==> src/rtl/fetch_buffer.sv <==
// Dual-slot instruction buffer: circular FIFO of {inst, pc} entries fed by
// masked two-instruction fetch blocks and drained two-at-a-time by decode.
module fetch_buffer #(
  parameter int DEPTH = 4
) (
  input  logic                       clk_i,
  input  logic                       rst_ni,
  input  logic                       mem_valid_i,
  input  logic [31:0]                mem_pc_i,
  input  logic [63:0]                mem_data_i,
  input  logic [1:0]                 mem_mask_i,
  output logic                       mem_ready_o,
  input  logic                       flush_i,
  input  logic                       stall_i,
  output logic [31:0]                inst0_o,
  output logic [31:0]                pc0_o,
  output logic                       was_fetched0_o,
  output logic [31:0]                inst1_o,
  output logic [31:0]                pc1_o,
  output logic                       was_fetched1_o,
  output logic [$clog2(DEPTH):0]     count_o
);

  localparam int PW = $clog2(DEPTH);
  localparam int CW = PW + 1;

  logic [31:0]   inst_q [DEPTH];
  logic [31:0]   pc_q   [DEPTH];
  logic [PW-1:0] head_q, tail_q;
  logic [CW-1:0] count_q;

  logic          accept;
  logic [CW-1:0] push_cnt;
  logic [CW-1:0] pop_cnt;
  logic          wr0_en, wr1_en;
  logic [31:0]   wr0_inst, wr0_pc;
  logic [PW-1:0] head_p1;

  // Handshake: a block transfers on a rising edge where mem_valid_i and
  // mem_ready_o are both high and flush_i is low; the producer holds all
  // mem_* inputs stable until then. mem_ready_o depends on registered count
  // only, so a same-cycle pop never opens room for a push.
  assign mem_ready_o = (count_q <= CW'(DEPTH - 2));
  assign accept      = mem_valid_i && mem_ready_o && !flush_i;

  // Low half lands at tail; a lone high half is packed down into tail too.
  assign wr0_en   = accept && (mem_mask_i != 2'b00);
  assign wr1_en   = accept && (mem_mask_i == 2'b11);
  assign wr0_inst = mem_mask_i[0] ? mem_data_i[31:0] : mem_data_i[63:32];
  assign wr0_pc   = mem_mask_i[0] ? mem_pc_i : (mem_pc_i + 32'd4);

  always_comb begin
    push_cnt = '0;
    if (accept) push_cnt = CW'(mem_mask_i[0]) + CW'(mem_mask_i[1]);
  end

  always_comb begin
    pop_cnt = '0;
    if (!stall_i && !flush_i) pop_cnt = (count_q >= CW'(2)) ? CW'(2) : count_q;
  end

  always_ff @(posedge clk_i or negedge rst_ni) begin
    if (!rst_ni) begin
      head_q  <= '0;
      tail_q  <= '0;
      count_q <= '0;
    end else if (flush_i) begin
      head_q  <= '0;
      tail_q  <= '0;
      count_q <= '0;
    end else begin
      head_q  <= head_q + PW'(pop_cnt);
      tail_q  <= tail_q + PW'(push_cnt);
      count_q <= count_q + push_cnt - pop_cnt;
    end
  end

  // Storage is not reset; occupancy alone decides what is visible.
  always_ff @(posedge clk_i) begin
    if (wr0_en) begin
      inst_q[tail_q] <= wr0_inst;
      pc_q[tail_q]   <= wr0_pc;
    end
    if (wr1_en) begin
      inst_q[tail_q + PW'(1)] <= mem_data_i[63:32];
      pc_q[tail_q + PW'(1)]   <= mem_pc_i + 32'd4;
    end
  end

  assign head_p1        = head_q + PW'(1);
  assign was_fetched0_o = (count_q >= CW'(1));
  assign was_fetched1_o = (count_q >= CW'(2));
  assign inst0_o        = was_fetched0_o ? inst_q[head_q]  : 32'd0;
  assign pc0_o          = was_fetched0_o ? pc_q[head_q]    : 32'd0;
  assign inst1_o        = was_fetched1_o ? inst_q[head_p1] : 32'd0;
  assign pc1_o          = was_fetched1_o ? pc_q[head_p1]   : 32'd0;
  assign count_o        = count_q;

endmodule

==> config.mk <==
export PLATFORM = sky130hd
export DESIGN_NAME = fetch_buffer
export DESIGN_NICKNAME = d
export VERILOG_FILES = /design/src/rtl/fetch_buffer.sv
export SDC_FILE = /design/constraint.sdc
export NUM_CORES = 1
export LEC_CHECK = 0
export ABC_AREA = 1
export CAP_MARGIN = 20
export CORE_UTILIZATION = 45
export DETAILED_ROUTE_END_ITERATION = 7
export GPL_ROUTABILITY_DRIVEN = 0
export PLACE_DENSITY = 0.7
export SYNTH_ARGS = -nofsm -noshare
export SYNTH_HDL_FRONTEND = slang
export SYNTH_SLANG_ARGS = --single-unit
==> constraint.sdc <==
create_clock -name clk_i -period 7.95 [get_ports clk_i]
set_input_delay 1.59 -clock clk_i [delete_from_list [all_inputs] [get_ports clk_i]]
set_output_delay 1.59 -clock clk_i [all_outputs]
set_load 0.005 [all_outputs]
### Word level (Yosys, flattened, before mapping)

Memories as Yosys holds them, arrays and structs flattened.
Index checks and enable logic that the tools add are counted.
Widths: inputs -> output; s select.

* memories kept: 2
* register bits: 7
* RAM bits: 256
* output and inout port bits: 134
* word-level logic and storage cells: 41

Memory list
* inst_q: words 4, width 32, rd ports 2, clocked after memory_dff 0, wr ports 2, line 27 `logic [31:0] inst_q [DEPTH];`
* pc_q: words 4, width 32, rd ports 2, clocked after memory_dff 0, wr ports 2, line 28 `logic [31:0] pc_q [DEPTH];`

* equal/unequal tests: 1
* $add $sub $neg: 8
* reductions and logical operators: 8
* multiplexer cells: 16
* order comparisons: 3

Operators by type and width (count)
* $mux 32: 6
* $add 32x3->32 const B: 1
* $mux 3: 3
* $mux 2: 3
* $logic_and 1x1->1: 5
* $add 2x1->2 const B: 2
* $add 2x2->2: 2
* $mux 1: 4
* $add 3x2->3: 1
* $ge 3x1->1 const B: 1
* $ge 3x2->1 const B: 1
* $le 3x2->1 const B: 1
* $sub 3x3->3: 1
* $add 1x1->2: 1
* $eq 2x2->1 const B: 1
* $logic_not 1->1: 2
* $reduce_bool 2->1: 1

### Longest topological paths before layout

Gate-level depths: netlist of run 1.

* depth in word-level cells: 7
* depth in mapped cells: 13
* depth with buffers taken out: 13

### Worst setup path before layout of run 1

Ideal clock, no wire load.

* path kind: in2reg
* from: input port mem_mask_i[0]
* to: memory inst_q[0][0], enable pin
* setup time: 0.581 ns
* path buffers: 2
* slack: 0.273 ns
* required time: 7.369 ns
* arrival: 7.096 ns
* stages on the path: 7
* cell sequence: buf_2 inv_1 clkbuf_1 ha_1 nor2_1 inv_1 o31ai_1

RTL lines
* start: declaration: line 11 `input logic [1:0] mem_mask_i,`
* end: declaration: line 27

### Final worst setup path of run 1

* from: register head_q[0]
* to: output port pc1_o[5]

* word-level cells in the longest chain between the ends: 3

RTL lines
* start: declaration: line 29 `logic [PW-1:0] head_q, tail_q;`
* start signal: assignment: line 72 `head_q <= head_q + PW'(pop_cnt);`
* $add 2x1->2: line 90 `assign head_p1 = head_q + PW'(1);`
* $mem_v2 4x32
* $mux 32: line 96 `assign pc1_o = was_fetched1_o ? pc_q[head_p1] : 32'd0;`
* end: declaration: line 19 `output logic [31:0] pc1_o,`

No other way between the ends.

==> results.txt, run 1 <==
Worst VDD drop = 0.167 mV
Fillers = 3,220
Run status = completed
Mapped Area = 16,600 um2
Final net count = 2,283
Min-Delay Path Class = reg -> reg
Final setup vio count = 0
Clock Latency Late Sink = 0.54 ns
Chip Height = 194 um
Clk sinks = 263
Vias in the first global route = 15,200
Post-synth net total = 2,144
Final HPWL DP = 34,100 um
Ratio of final minimum period to clock period = 0.748
Final Slew Violations = 0
Power Dens Cells = 220 nW/um2
Leakage = 7.74 nW
Rows = 70
Final design utilization = 0.548
Die X = 194 um
Slew headroom = 0.229
Die ar. = 37,700 um2
RR Startpoint = count_o[1]
Layout cells sized above 1 = 0.0716
Detailed Route Iter0 Violations = 1,611
Num CTS Buffers = 29
Hold_sp = tail_q[0]
F_max = 168 MHz
Min Clock Period, post-route = 5.95 ns
I/O Pins = 237
Critical path, cell by cell = nor2_2 -> inv_2 -> buf_4 -> o22ai_1 -> a211oi_1 -> clkdlybuf4s50_1
Initial Util = 0.455
CP max FO = 97
CTS tree = yes
Seq/Total Area, Yosys = 0.473
Antenna violations before repair = 0
Number of diodes = 0
Mean Syn Cell Area = 8.18 um2
DR vias = 16,012
DRT antenna net count = 0
Netlist cell types = 40
Setup TNS Final = 0 ns
CTS Hold Bufs = 0
Final wirelength = 55,600 um
Vias/cell = 6.02
Startpoint types = flip-flop
Post-Syn Instances = 2,034
RSZ-0062 raised after global routing = no
Area growth syn-to-layout = 20.4%
Drt drc = 0
CP max stage delay = 1.10 ns
CP Capture Type = output port
Worst path slowest cell = dfrtp_4
Congestion Overflow GR = 0
Critical path required time = 6.36 ns
Buffers on Ports = 236
Seq cells post-synth = 263
Core area = 36,500 um2
CP Data Arrival Time = 4.36 ns
Routed len/inst = 20.9 um
CTS clk-pin slew, worst paths = 0.05 ns
First-pass GRT wire length = 84,600 um
Worst-Margin Slew = 1.16 ns
Crit. Startpoint = head_q[0]
Ys Warns = 0
Pre-antenna DRT Iters = 8
Clock skew = 0.0106 ns
Largest net degree at the start of global routing = 120
Number of hold violations in the final report = 0
Root Driver = clkbuf_16
Clock Tree Buf Depth = 3
Setup bufs post-CTS = 0
Max-cap violations = 0
CTS H-tree depth = 1
Total GRT Usage = 0.289
Post-CTS sizing = 0
Crit Path Class = reg -> out
## path summary, 6_finish.rpt
| check | end | slack (ns) | cells after the start |
|---|---|---|---|
| setup / recovery | pc1_o[5] | 2.00 | 6 |
| hold / removal | tail_q[0] | 0.76 | 3 |
| setup reg to reg | pc_q[1][9] | 4.44 | 8 |
| hold reg to reg | tail_q[0] | 0.76 | 3 |
| max in group asynchronous | head_q[0] | 6.29 | 1 |
| min in group asynchronous | count_o[0] | 1.34 | 1 |
## synthesized netlist by cell type
cell / number / area share
nand2_1: 688 / 0.16
edfxtp_1: 256 / 0.46
o21ai_0: 145 / 0.044
nand3_1: 123 / 0.037
a21oi_1: 108 / 0.032
inv_1: 103 / 0.023
o21ai_1: 97 / 0.029
o22ai_1: 75 / 0.028
clkbuf_1: 62 / 0.014
a311oi_1: 59 / 0.031
buf_2: 59 / 0.018
nor2_1: 49 / 0.011
o21ai_2: 33 / 0.017
o221ai_1: 28 / 0.015
a211oi_1: 26 / 0.012
buf_6: 14 / 0.0095
inv_2: 14 / 0.0032
buf_1: 13 / 0.0029
nand3_2: 9 / 0.0054
xor2_1: 8 / 0.0042
dfrtp_1: 7 / 0.011
nor2_4: 7 / 0.0047
nand2_2: 6 / 0.0023
a221oi_1: 5 / 0.0026
ha_1: 5 / 0.0038
nand4_1: 5 / 0.0019
nor2_2: 5 / 0.0019
buf_4: 3 / 0.0014
nor2_8: 3 / 0.0036
xor2_2: 3 / 0.0029
fa_1: 2 / 0.0024
mux2i_1: 2 / 0.0012
nand2_4: 2 / 0.0014
nand3b_1: 2 / 0.00090
or2_2: 2 / 0.00075
xnor2_1: 2 / 0.0011
a21oi_2: 1 / 0.00053
nand2_8: 1 / 0.0012
o21a_1: 1 / 0.00045
o31ai_1: 1 / 0.00045
## through the flow
| step | hold WS (ns) | total power, mW | instance area (um2) | worst slack [ns] | std cells |
|---|---|---|---|---|---|
| final | 0.764 | 4.40 | 20000 | 2.00 | 2661 |
| after global routing | 0.820 | 4.57 | 20000 | 1.85 | 2661 |
| after CTS | 0.764 | 4.40 | 19900 | 2.08 | 2658 |
| after detailed placement | 0.750 | 3.15 | 19100 | 2.67 | 2607 |
| after global placement | 0.755 | 3.13 | 19100 | 2.75 | 2607 |
| after floorplan | 0.646 | 2.34 | 16600 | 0.273 | 2034 |
## worst max-delay path, delay by kind of cell (launching register included)
family | cells | cell delay, ns
DFF | 1 | 1.10
and+or+nand+nor | 1 | 0.36
AOI/OAI and AO/OA | 2 | 0.55
buffers and inverters | 3 | 1.66
## cell families after synthesis
family	Yosys count	synth area share
adder cells (fa/ha/maj)	7	0.00617
AND/OR/NAND/NOR	902	0.227
AO/OA/AOI/OAI	579	0.213
buffers and inverters	268	0.0719
XOR/XNOR	13	0.00820
flip-flops	263	0.473
multiplexers	2	0.00120
## layout by cell type (no fill, tap or decap), types with 5 or more instances in the layout
master and n:
a21oi_1 108, nand4_1 5, dfrtp_1 5, clkbuf_1 9
inv_1 102, o21ai_1 97, a221oi_1 5, edfxtp_1 256
nand3_2 8, o21ai_2 33, nand2_1 687, o22ai_1 75
nand2_2 6, nor2_1 48, buf_4 21, ha_1 5
o221ai_1 28, clkdlybuf4s50_1 235, clkinv_2 7, o21ai_0 142
xor2_1 8, nand3_1 123, inv_2 10, a311oi_1 59
clkbuf_16 29, a211oi_1 26, nor2_4 9
## power breakdown
group	switching [mW]	internal (mW)	leakage, nW
combinational	0.818	0.667	4.90
sequential	0.0505	1.60	2.41
clock	0.530	0.732	0.423
## metal layers
| metal | global-route usage | wire length [um] | vias to the layer above |
|---|---|---|---|
| li1 | - | - | 7470 |
| met1 | 0.373 | 21100 | 7423 |
| met4 | 0.136 | 2100 | 0 |
| met3 | 0.0461 | 6060 | 131 |
| met2 | 0.475 | 26300 | 988 |
| met5 | 0 | 0 | - |
## flip-flops by register name, indices dropped and copies added (netlist names)
name / cells
inst_q: 128
pc_q: 128
count_o: 3
tail_q: 2
head_q: 2
## final cells by class
| type | instances | area [um2] | share of cell area |
|---|---|---|---|
| clock buffer | 38 | 759 | 0.0379 |
| tap | 468 | 586 | 0.0292 |
| clock inverter | 13 | 119 | 0.00594 |
| sequential | 263 | 7870 | 0.393 |
| multi-input combinational | 1503 | 7650 | 0.382 |
| inverter | 117 | 450 | 0.0225 |
| timing repair buffer | 259 | 2590 | 0.129 |
No activity file was read; power rests on OpenSTA's default activity.
==> inputs of run 2 (changes only) <==
--- a/config.mk
+++ b/config.mk
@@ -10,7 +10,7 @@
 export CORE_UTILIZATION = 45
 export DETAILED_ROUTE_END_ITERATION = 7
 export GPL_ROUTABILITY_DRIVEN = 0
-export PLACE_DENSITY = 0.7
+export PLACE_DENSITY = 0.73
 export SYNTH_ARGS = -nofsm -noshare
 export SYNTH_HDL_FRONTEND = slang
 export SYNTH_SLANG_ARGS = --single-unit
==> constraint.sdc (replaced) <==
create_clock -name clk_i -period 5.2 [get_ports clk_i]
set_input_delay 1.04 -clock clk_i [delete_from_list [all_inputs] [get_ports clk_i]]
set_output_delay 1.04 -clock clk_i [all_outputs]
set_load 0.005 [all_outputs]
==> run 2 against run 1 <==
Die area stayed put. Via count grew 2.0%. Clock skew increased by 0.0020 ns. Setup slack worse by 1.6 ns. Largest cell class unchanged.
==> results.txt, run 2 (synthesis gave the netlist of run 1 again) <==
CP max FO = 97
Clock Tree Buf Depth = 3
Root Driver = clkbuf_16
RSZ-0062 raised after global routing = no
Area growth syn-to-layout = 20.9%
Commonest non-fill, non-tap cells in the layout = nand2_1 (687), edfxtp_1 (256), clkdlybuf4s50_1 (235), o21ai_0 (142), nand3_1 (123)
Slew headroom = 0.236
Worst-Margin Slew = 1.14 ns
Net switching power = 2.19 mW
CTS tree = yes
Min Clock Period, post-route = 4.76 ns
Chip Height = 194 um
Die X = 194 um
Num CTS Buffers = 29
Final design utilization = 0.551
Buffers on Ports = 236
Final wirelength = 56,800 um
Congestion Overflow GR = 0
CP Capture Type = output port
Post-route setup slack = 0.440 ns
Routed len/inst = 21.3 um
Post-Layout Inst Area = 20,100 um2
CP Data Arrival Time = 3.72 ns
Initial Util = 0.455
Final net count = 2,290
First-pass GRT wire length = 86,600 um
Post-Place Worst Slack = 1.12 ns
CTS H-tree depth = 1
Drt drc = 0
Startpoint types = flip-flop
Worst VDD drop = 0.357 mV
Rows = 70
Vias in the first global route = 15,772
Layout cells sized above 1 = 0.0759
Placed Cells incl. Taps = 2,616
Detailed Route Iter0 Violations = 1,909
Die ar. = 37,700 um2
Ratio of final minimum period to clock period = 0.915
Int Power = 4.56 mW
Number of hold violations in the final report = 0
Final Slew Violations = 0
DR vias = 16,334
Pre-antenna DRT Iters = 6
Antenna violations before repair = 0
Max-cap violations = 0
CTS Hold Bufs = 0
Crit Path Class = reg -> out
Number of diodes = 0
Power Dens Cells = 336 nW/um2
Final HPWL DP = 35,300 um
Sw Ratio = 0.324
DRT antenna net count = 0
DP Area = 19,200 um2
Vias/cell = 6.12
Critical path required time = 4.16 ns
F_max = 210 MHz
Post-CTS sizing = 0
Setup bufs post-CTS = 0
Leakage = 7.79 nW
Final setup vio count = 0
Core area = 36,500 um2
Largest net degree at the start of global routing = 136
Clock Latency Late Sink = 0.56 ns
Finished Layout Cells = 2,668
Commonest non-fill, non-tap cell in the layout = nand2_1
Run status = completed
I/O Pins = 237
Total GRT Usage = 0.294
Comb pwr share = 0.345
Sequential share of power = 0.373
Min-Delay Path Class = reg -> reg
Clock skew = 0.0126 ns
Clk sinks = 263
CTS clk-pin slew, worst paths = 0.07 ns
Clk pwr share = 0.282
run 2: worst paths after layout:
| check | startpoint | endpoint | slack (ns) | depth (start not counted) |
|---|---|---|---|---|
| max | head_q[0] | pc0_o[13] | 0.44 | 4 |
| min | tail_q[1] | tail_q[1] | 0.77 | 2 |
| max reg2reg | count_o[0] | pc_q[0][3] | 2.42 | 9 |
| min reg2reg | tail_q[1] | tail_q[1] | 0.77 | 2 |
| max in group asynchronous | rst_ni | head_q[0] | 4.00 | 1 |
| min in group asynchronous | rst_ni | count_o[2] | 0.82 | 1 |
run 2: final cells by class:
class                      count  area [um2]
inverter                     117         450
clock inverter                15         103
tap                          468         586
fill                        3232       16400
multi-input combinational   1503        7650
timing repair buffer         266        2710
sequential                   263        7870
clock buffer                  36         752
run 2: routing by layer:
metal,track usage,up-vias,routed length (um),share of wire
li1,-,7494,-,-
met1,0.378,7610,21700,0.38
met2,0.482,1058,26300,0.46
met3,0.0478,172,6390,0.11
met4,0.145,0,2430,0.043
met5,0,-,0,0
run 2: critical path, stage by stage (launching register included):
cell             delay [ns]
dfrtp_4                0.84
buf_4                  0.87
nand2_1                0.13
a311oi_1               0.54
clkdlybuf4s50_1        0.60
run 2: power groups by stage:
stage                     registers, mW  logic (mW)  clock network (mW)
after floorplan                    2.54        1.04                   0
after global placement             2.56        2.26                   0
after detailed placement           2.56        2.29                   0
after CTS                          2.52        2.30                1.92
after global routing               2.53        2.47                2.00
final                              2.52        2.33                1.90
run 2: metrics by stage:
| step | power [mW] | hold WS [ns] | TNS (ns) |
|---|---|---|---|
| after global placement | 4.82 | 0.735 | 0 |
| after detailed placement | 4.85 | 0.753 | 0 |
| final | 6.75 | 0.768 | 0 |
| after floorplan | 3.58 | 0.662 | -327.34 |
| after CTS | 6.74 | 0.772 | 0 |
| after global routing | 7.00 | 0.804 | 0 |
